## src/rtl/dcache_load_port_pkg.sv

```systemverilog
// Shared definitions for the data-cache load port: bus widths, queue depth,
// memory access type codes and the load-port FSM state encoding.
package dcache_load_port_pkg;

  localparam int InstAddrBus = 32;
  localparam int DataBus     = 32;

  localparam int LDP_DEPTH = 4;

  localparam logic [1:0] MAT_UNCACHED = 2'b00;
  localparam logic [1:0] MAT_CACHED   = 2'b01;

  typedef enum logic [2:0] {
    ST_IDLE,
    ST_ISSUE,
    ST_WAIT,
    ST_RESP,
    ST_DRAIN
  } ldp_state_e;

  // Only the explicit uncached code bypasses the cache; every other code is cached.
  function automatic logic is_uncached(input logic [1:0] mat);
    return mat == MAT_UNCACHED;
  endfunction

endpackage

```

## src/rtl/dcache_load_port_if.sv

```systemverilog
// Load-buffer and memory-side signals of the data-cache load port.
// master: load buffer / memory environment, slave: the load port itself.
interface dcache_load_port_if #(
  parameter int AW = 32,
  parameter int DW = 32
) ();

  logic          LdpStop;
  logic          LdpFlash;
  logic          LbToDcdAble;
  logic [1:0]    LbToDcdAMat;
  logic [2:0]    LbToDcdAPtr;
  logic [AW-1:0] LbToDcdAPhyAddr;
  logic          DcdToLbSuccess;
  logic          DcdToLbBackAble;
  logic [2:0]    DcdToLbBackPtr;
  logic [DW-1:0] DcdToLbBackDate;
  logic          MemReqAble;
  logic [AW-1:0] MemReqAddr;
  logic          MemReqUncached;
  logic          MemReqReady;
  logic          MemRespAble;
  logic [DW-1:0] MemRespData;

  modport master (
    output LdpStop, LdpFlash, LbToDcdAble, LbToDcdAMat, LbToDcdAPtr, LbToDcdAPhyAddr,
    output MemReqReady, MemRespAble, MemRespData,
    input  DcdToLbSuccess, DcdToLbBackAble, DcdToLbBackPtr, DcdToLbBackDate,
    input  MemReqAble, MemReqAddr, MemReqUncached
  );

  modport slave (
    input  LdpStop, LdpFlash, LbToDcdAble, LbToDcdAMat, LbToDcdAPtr, LbToDcdAPhyAddr,
    input  MemReqReady, MemRespAble, MemRespData,
    output DcdToLbSuccess, DcdToLbBackAble, DcdToLbBackPtr, DcdToLbBackDate,
    output MemReqAble, MemReqAddr, MemReqUncached
  );

endinterface

```

## src/rtl/dcache_load_port_ldp_req_fifo.sv

```systemverilog
// Request queue for the load port: DEPTH-entry circular FIFO with push, pop,
// synchronous flush and an occupancy count. Head entry is always visible.
module ldp_req_fifo #(
  parameter int DEPTH = 4,
  parameter int W     = 8
) (
  input  logic                   Clk,
  input  logic                   Rest,
  input  logic                   push,
  input  logic                   pop,
  input  logic                   flush,
  input  logic [W-1:0]           wr_data,
  output logic [W-1:0]           rd_data,
  output logic [$clog2(DEPTH):0] count
);

  localparam int PW = (DEPTH > 1) ? $clog2(DEPTH) : 1;
  localparam int CW = $clog2(DEPTH) + 1;

  logic [W-1:0]  mem [DEPTH];
  logic [PW-1:0] head;
  logic [PW-1:0] tail;
  logic          push_ok;
  logic          pop_ok;

  // Pointers wrap explicitly so non-power-of-two depths still work.
  function automatic logic [PW-1:0] nxt(input logic [PW-1:0] p);
    return (p == PW'(DEPTH - 1)) ? '0 : p + PW'(1);
  endfunction

  assign push_ok = push & (count < CW'(DEPTH));
  assign pop_ok  = pop & (count != '0);
  assign rd_data = mem[head];

  // Pointer and occupancy bookkeeping; flush wins over push/pop.
  always_ff @(posedge Clk or negedge Rest) begin
    if (!Rest) begin
      head  <= '0;
      tail  <= '0;
      count <= '0;
    end else if (flush) begin
      head  <= '0;
      tail  <= '0;
      count <= '0;
    end else begin
      if (push_ok) tail <= nxt(tail);
      if (pop_ok)  head <= nxt(head);
      case ({push_ok, pop_ok})
        2'b10:   count <= count + CW'(1);
        2'b01:   count <= count - CW'(1);
        default: count <= count;
      endcase
    end
  end

  // Entry storage; contents are don't-care until written.
  always_ff @(posedge Clk) begin
    if (push_ok && !flush) mem[tail] <= wr_data;
  end

endmodule

```

## src/rtl/dcache_load_port.sv

```systemverilog
// Data-cache load port: queues load-buffer requests, issues them one at a
// time to memory, and returns each load's data to the load buffer in order.
module dcache_load_port
  import dcache_load_port_pkg::*;
#(
  parameter int DEPTH = LDP_DEPTH,
  parameter int AW    = InstAddrBus,
  parameter int DW    = DataBus
) (
  input logic               Clk,
  input logic               Rest,
  dcache_load_port_if.slave lp
);

  localparam int EW = 3 + 2 + AW;
  localparam int CW = $clog2(DEPTH) + 1;

  ldp_state_e    state;
  logic [DW-1:0] data_q;
  logic [CW-1:0] count;
  logic [EW-1:0] head_entry;
  logic [2:0]    head_ptr;
  logic [1:0]    head_mat;
  logic [AW-1:0] head_addr;
  logic          flush;
  logic          accept;
  logic          back_able;
  logic          req_able;

  // A stalled flash is ignored, matching the load buffer's own priority.
  assign flush  = lp.LdpFlash & ~lp.LdpStop;
  assign accept = Rest & lp.LbToDcdAble & (lp.LbToDcdAPtr != 3'd0) &
                  (count < CW'(DEPTH)) & ~lp.LdpStop & ~lp.LdpFlash;

  assign back_able = (state == ST_RESP) & ~lp.LdpStop & ~lp.LdpFlash;
  assign req_able  = (state == ST_ISSUE);

  assign head_ptr  = head_entry[EW-1 -: 3];
  assign head_mat  = head_entry[AW+1:AW];
  assign head_addr = head_entry[AW-1:0];

  ldp_req_fifo #(
    .DEPTH (DEPTH),
    .W     (EW)
  ) u_fifo (
    .Clk     (Clk),
    .Rest    (Rest),
    .push    (accept),
    .pop     (back_able),
    .flush   (flush),
    .wr_data ({lp.LbToDcdAPtr, lp.LbToDcdAMat, lp.LbToDcdAPhyAddr}),
    .rd_data (head_entry),
    .count   (count)
  );

  // Payload outputs are held at zero whenever their valid is low.
  always_comb begin
    lp.DcdToLbSuccess  = accept;
    lp.DcdToLbBackAble = back_able;
    lp.DcdToLbBackPtr  = back_able ? head_ptr : 3'd0;
    lp.DcdToLbBackDate = back_able ? data_q : '0;
    lp.MemReqAble      = req_able;
    lp.MemReqAddr      = req_able ? head_addr : '0;
    lp.MemReqUncached  = req_able & is_uncached(head_mat);
  end

  // Load sequencing: one outstanding memory read, response captured into data_q.
  always_ff @(posedge Clk or negedge Rest) begin
    if (!Rest) begin
      state  <= ST_IDLE;
      data_q <= '0;
    end else begin
      case (state)
        ST_IDLE: begin
          if (!flush && count != '0) state <= ST_ISSUE;
        end
        ST_ISSUE: begin
          // A request handed over in the flash cycle is already in flight.
          if (lp.MemReqReady) state <= flush ? ST_DRAIN : ST_WAIT;
          else if (flush)     state <= ST_IDLE;
        end
        ST_WAIT: begin
          // A response landing in the flash cycle is the one being discarded.
          if (lp.MemRespAble) begin
            if (flush) begin
              state <= ST_IDLE;
            end else begin
              data_q <= lp.MemRespData;
              state  <= ST_RESP;
            end
          end else if (flush) begin
            state <= ST_DRAIN;
          end
        end
        ST_RESP: begin
          if (flush)             state <= ST_IDLE;
          else if (!lp.LdpStop)  state <= (count > CW'(1)) ? ST_ISSUE : ST_IDLE;
        end
        ST_DRAIN: begin
          if (lp.MemRespAble) state <= ST_IDLE;
        end
        default: state <= ST_IDLE;
      endcase
    end
  end

endmodule

```

## src/flat_wrapper.sv

```systemverilog
// flat-port wrapper written by rule: the top's interface ports become plain ports
module dcache_load_port_flat import dcache_load_port_pkg::*;
#(
  parameter int DEPTH = LDP_DEPTH,
  parameter int AW    = InstAddrBus,
  parameter int DW    = DataBus
)
  (Clk, Rest, lp_LdpStop, lp_LdpFlash, lp_LbToDcdAble, lp_LbToDcdAMat, lp_LbToDcdAPtr, lp_LbToDcdAPhyAddr, lp_MemReqReady, lp_MemRespAble, lp_MemRespData, lp_DcdToLbSuccess, lp_DcdToLbBackAble, lp_DcdToLbBackPtr, lp_DcdToLbBackDate, lp_MemReqAble, lp_MemReqAddr, lp_MemReqUncached);
  dcache_load_port_if #(.AW(AW), .DW(DW)) lp_i ();
  input logic Clk;
  input logic Rest;
  input wire logic [$bits(lp_i.LdpStop)-1:0] lp_LdpStop;
  input wire logic [$bits(lp_i.LdpFlash)-1:0] lp_LdpFlash;
  input wire logic [$bits(lp_i.LbToDcdAble)-1:0] lp_LbToDcdAble;
  input wire logic [$bits(lp_i.LbToDcdAMat)-1:0] lp_LbToDcdAMat;
  input wire logic [$bits(lp_i.LbToDcdAPtr)-1:0] lp_LbToDcdAPtr;
  input wire logic [$bits(lp_i.LbToDcdAPhyAddr)-1:0] lp_LbToDcdAPhyAddr;
  input wire logic [$bits(lp_i.MemReqReady)-1:0] lp_MemReqReady;
  input wire logic [$bits(lp_i.MemRespAble)-1:0] lp_MemRespAble;
  input wire logic [$bits(lp_i.MemRespData)-1:0] lp_MemRespData;
  output wire logic [$bits(lp_i.DcdToLbSuccess)-1:0] lp_DcdToLbSuccess;
  output wire logic [$bits(lp_i.DcdToLbBackAble)-1:0] lp_DcdToLbBackAble;
  output wire logic [$bits(lp_i.DcdToLbBackPtr)-1:0] lp_DcdToLbBackPtr;
  output wire logic [$bits(lp_i.DcdToLbBackDate)-1:0] lp_DcdToLbBackDate;
  output wire logic [$bits(lp_i.MemReqAble)-1:0] lp_MemReqAble;
  output wire logic [$bits(lp_i.MemReqAddr)-1:0] lp_MemReqAddr;
  output wire logic [$bits(lp_i.MemReqUncached)-1:0] lp_MemReqUncached;
  assign lp_i.LdpStop = lp_LdpStop;
  assign lp_i.LdpFlash = lp_LdpFlash;
  assign lp_i.LbToDcdAble = lp_LbToDcdAble;
  assign lp_i.LbToDcdAMat = lp_LbToDcdAMat;
  assign lp_i.LbToDcdAPtr = lp_LbToDcdAPtr;
  assign lp_i.LbToDcdAPhyAddr = lp_LbToDcdAPhyAddr;
  assign lp_i.MemReqReady = lp_MemReqReady;
  assign lp_i.MemRespAble = lp_MemRespAble;
  assign lp_i.MemRespData = lp_MemRespData;
  assign lp_DcdToLbSuccess = lp_i.DcdToLbSuccess;
  assign lp_DcdToLbBackAble = lp_i.DcdToLbBackAble;
  assign lp_DcdToLbBackPtr = lp_i.DcdToLbBackPtr;
  assign lp_DcdToLbBackDate = lp_i.DcdToLbBackDate;
  assign lp_MemReqAble = lp_i.MemReqAble;
  assign lp_MemReqAddr = lp_i.MemReqAddr;
  assign lp_MemReqUncached = lp_i.MemReqUncached;
  dcache_load_port #(.DEPTH(DEPTH), .AW(AW), .DW(DW)) u_core (.Clk(Clk), .Rest(Rest), .lp(lp_i));
endmodule
```

## config.mk

```make
export PLATFORM = sky130hd
export DESIGN_NAME = dcache_load_port_flat
export DESIGN_NICKNAME = d
export VERILOG_FILES = /design/src/rtl/dcache_load_port_pkg.sv /design/src/rtl/dcache_load_port_if.sv /design/src/rtl/dcache_load_port_ldp_req_fifo.sv /design/src/rtl/dcache_load_port.sv /design/src/flat_wrapper.sv
export SDC_FILE = /design/constraint.sdc
export NUM_CORES = 1
export LEC_CHECK = 0
export CAP_MARGIN = 25
export CORE_MARGIN = 4
export CORE_UTILIZATION = 52
export CTS_CLUSTER_DIAMETER = 150
export DETAILED_ROUTE_END_ITERATION = 16
export GPL_ROUTABILITY_DRIVEN = 0
export PLACE_DENSITY = 0.78
export SLEW_MARGIN = 40
export SYNTH_ARGS = -nofsm -noshare
export SYNTH_HDL_FRONTEND = slang
export SYNTH_HIERARCHICAL = 1
export SYNTH_SLANG_ARGS = --single-unit
export TNS_END_PERCENT = 5
```

## constraint.sdc

```tcl
create_clock -name Clk -period 3.7 [get_ports Clk]
set_input_delay 0.925 -clock Clk [delete_from_list [all_inputs] [get_ports Clk]]
set_output_delay 0.925 -clock Clk [all_outputs]
set_load 0.1 [all_outputs]
```

==> run metrics <==
status=finished, final reports clean; Initial Util=0.534; area of the multi-input gates=2170 um^2; Synth Area in Adders=0.00897; Setup Skew=0.0104 ns; Static Leak=3.86 nW; Routed WL=16,000 um; slowest library cell on the worst path=clkdlybuf4s50_1; Core Area=14,600 um^2; Seq/Total Area, Yosys=0.703; Synth Area in XOR/XNOR=0.00560; Avg Vias per Cell=5.53; Critical Path AT=2.57 ns; syn_area_per_cell=18.2 um^2; Cell Area, Synth=7810 um^2; Die Y=131 um; hpwl dp=10,700 um; DR pass1 iterations=4; number of distinct library cells after synthesis=43; CP required=2.77 ns; Worst setup SP type=input pin; maximum clock rate=286 MHz; main combinational cell family by area after synthesis=multiplexers; Clk Tree Root Cell=clkbuf_16; Area Overhead vs Synth=39.3%; Post-synth EDFFs=148; DRC viols=0; Seq cells post-synth=190; WL/cell=20.4 um; setup TNS=0 ns; CP Class=in -> out; IO Port Bufs=146; setup repair after global routing missed its margin=no; grt total ovfl=0; cell count after synthesis=429; Tot GR Track Use=0.199; drt initial violations=209; most common cell after layout, fill and taps aside=edfxtp_1; Slew Limit Fails=0; top cells by area in the synthesized netlist=edfxtp_1, dfrtp_1, mux4_2; commonest cells after routing, fill and taps aside=edfxtp_1, buf_12, clkdlybuf4s50_1, and2_1, dfrtp_1; Synth async-reset ratio=0.221; Final Power=6.42 mW; Worst Tran Pin Value=0.605 ns; Fillers=864; CP Cell Sequence=clkdlybuf4s50_1 > nor2_1 > and3_1 > buf_12 > and2_1 > buf_12; Setup Fix Bufs, Post-CTS=0; Ant. Diodes=0; Sink Count=190; Routed Antenna Nets=0; post-layout util=0.743; Top FF cell, synth=edfxtp_1; FF+latch area=5500 um^2; worst vdd ir=0.355 mV; setup violators final=0; Worst Hold Class=reg -> reg; final net count=667; full die area=17,100 um^2; vias=4,329; initial antenna violation count=0; mux contribution to synthesized area=0.155; number of max-cap violations=0; CTS Buf Count=17; Top-Level Pins=147; hold_ws=0.482 ns; CTS H-tree depth=4; placement row count=44; PwrDens=590 nW/um^2; most frequent CP cell=buf_12; first-pass GRT wire length=25,300 um; Final period util=0.945; minimum clock period=3.50 ns; simple-gate share of the synthesized area=0.0858; post-synth top area share=0.569; worst-path fanout max=33; final hold violation count=0; largest net degree at the start of global routing=43; layout cells sized above 1=0.327; CTS max path bufs=2; chip width=131 um; number of global-route vias before repair=4,718; post-CTS sizing=0; relative slew slack=0.596; Clk pin slew, worst setup/hold paths=0.07 ns; critical path capture point type=output pin; delay of the slowest critical-path stage=0.50 ns; Synthesis Warnings=6; cell taking the most area after synthesis=edfxtp_1; Syn Nets=510; Post-CTS Hold Buffers=0; CTS tree=done; Clk Latency, worst-skew pair=0.42 ns; compound-cell area share of the yosys netlist=0.0191
## worst max-delay path: cells and delay by family
kind          cells  cell delay (ns)
buf+inv           3             0.90
simple gates      3             0.74
## cells by family after synthesis
kind of cell,after synthesis
and+or+nand+nor,109
DFF,190
muxes,71
adders and majority gates,5
buffers and inverters,28
xor gates and xnor gates,5
AOI/OAI and AO/OA,21
## where the power goes
group / internal (mW) / switching (mW)
logic: 0.758 / 1.15
registers: 2.51 / 0.125
clock network: 1.13 / 0.751
## flip-flops by register name, summed over array words and instances (netlist names)
| signal | count |
|---|---|
| u_core/u_fifo/mem | 148 |
| u_core/data_q | 32 |
| u_core/state | 3 |
| u_core/u_fifo/count | 3 |
| u_core/u_fifo/head | 2 |
| u_core/u_fifo/tail | 2 |
## routing by layer
metal | wire length, um | global-route usage | vias up
met1 | 6310 | 0.249 | 2216
li1 | - | - | 1950
met2 | 8300 | 0.333 | 144
met4 | 177 | 0.0544 | 0
met5 | 0 | 0 | -
met3 | 1220 | 0.0707 | 19
## path summary, 6_finish.rpt
check                      cells past startpoint                     end  slack [ns]             start
setup / recovery                               6   lp_DcdToLbBackDate[6]        0.20        lp_LdpStop
hold / removal                                 1        u_core/data_q[3]        0.48  u_core/data_q[3]
setup reg to reg                               9  u_core/u_fifo/count[2]        1.14   u_core/state[0]
hold reg to reg                                1        u_core/data_q[3]        0.48  u_core/data_q[3]
max in group asynchronous                      2   u_core/u_fifo/head[0]        2.69              Rest
min in group asynchronous                      2       u_core/data_q[23]        0.61              Rest
## cell usage after synthesis, types with 2 or more instances
library cell,number
a21oi_1,5
ha_1,4
mux2i_1,2
mux4_2,37
nor3b_1,3
mux2_2,30
mux2_1,2
edfxtp_1,148
nor3_1,4
nand2_1,3
xnor2_1,2
xor2_1,3
nand2b_1,3
and2_1,71
clkbuf_1,8
buf_6,7
nand3_1,2
dfrtp_1,42
nor2_1,12
inv_1,3
o21ai_0,5
buf_2,9
nor2b_1,4
## per-stage QoR
stage	cell area (um^2)	setup WS, ns	instances
2_1_floorplan	7830	-0.284	429
3_3_place_gp	10300	0.234	751
3_5_place_dp	10300	0.174	751
4_1_cts	10900	0.174	783
5_1_grt	10900	0.0727	783
6_report	10900	0.203	783
## layout make-up
cell class / instances / area share
Clock inverter: 14 / 0.0174
Clock buffer: 18 / 0.0394
Timing Repair Buffer: 163 / 0.217
Sequential cell: 190 / 0.505
Tap cell: 184 / 0.0212
Inverter: 3 / 0.00103
Multi-Input combinational cell: 211 / 0.199
Power figures use the tool's default switching activity.
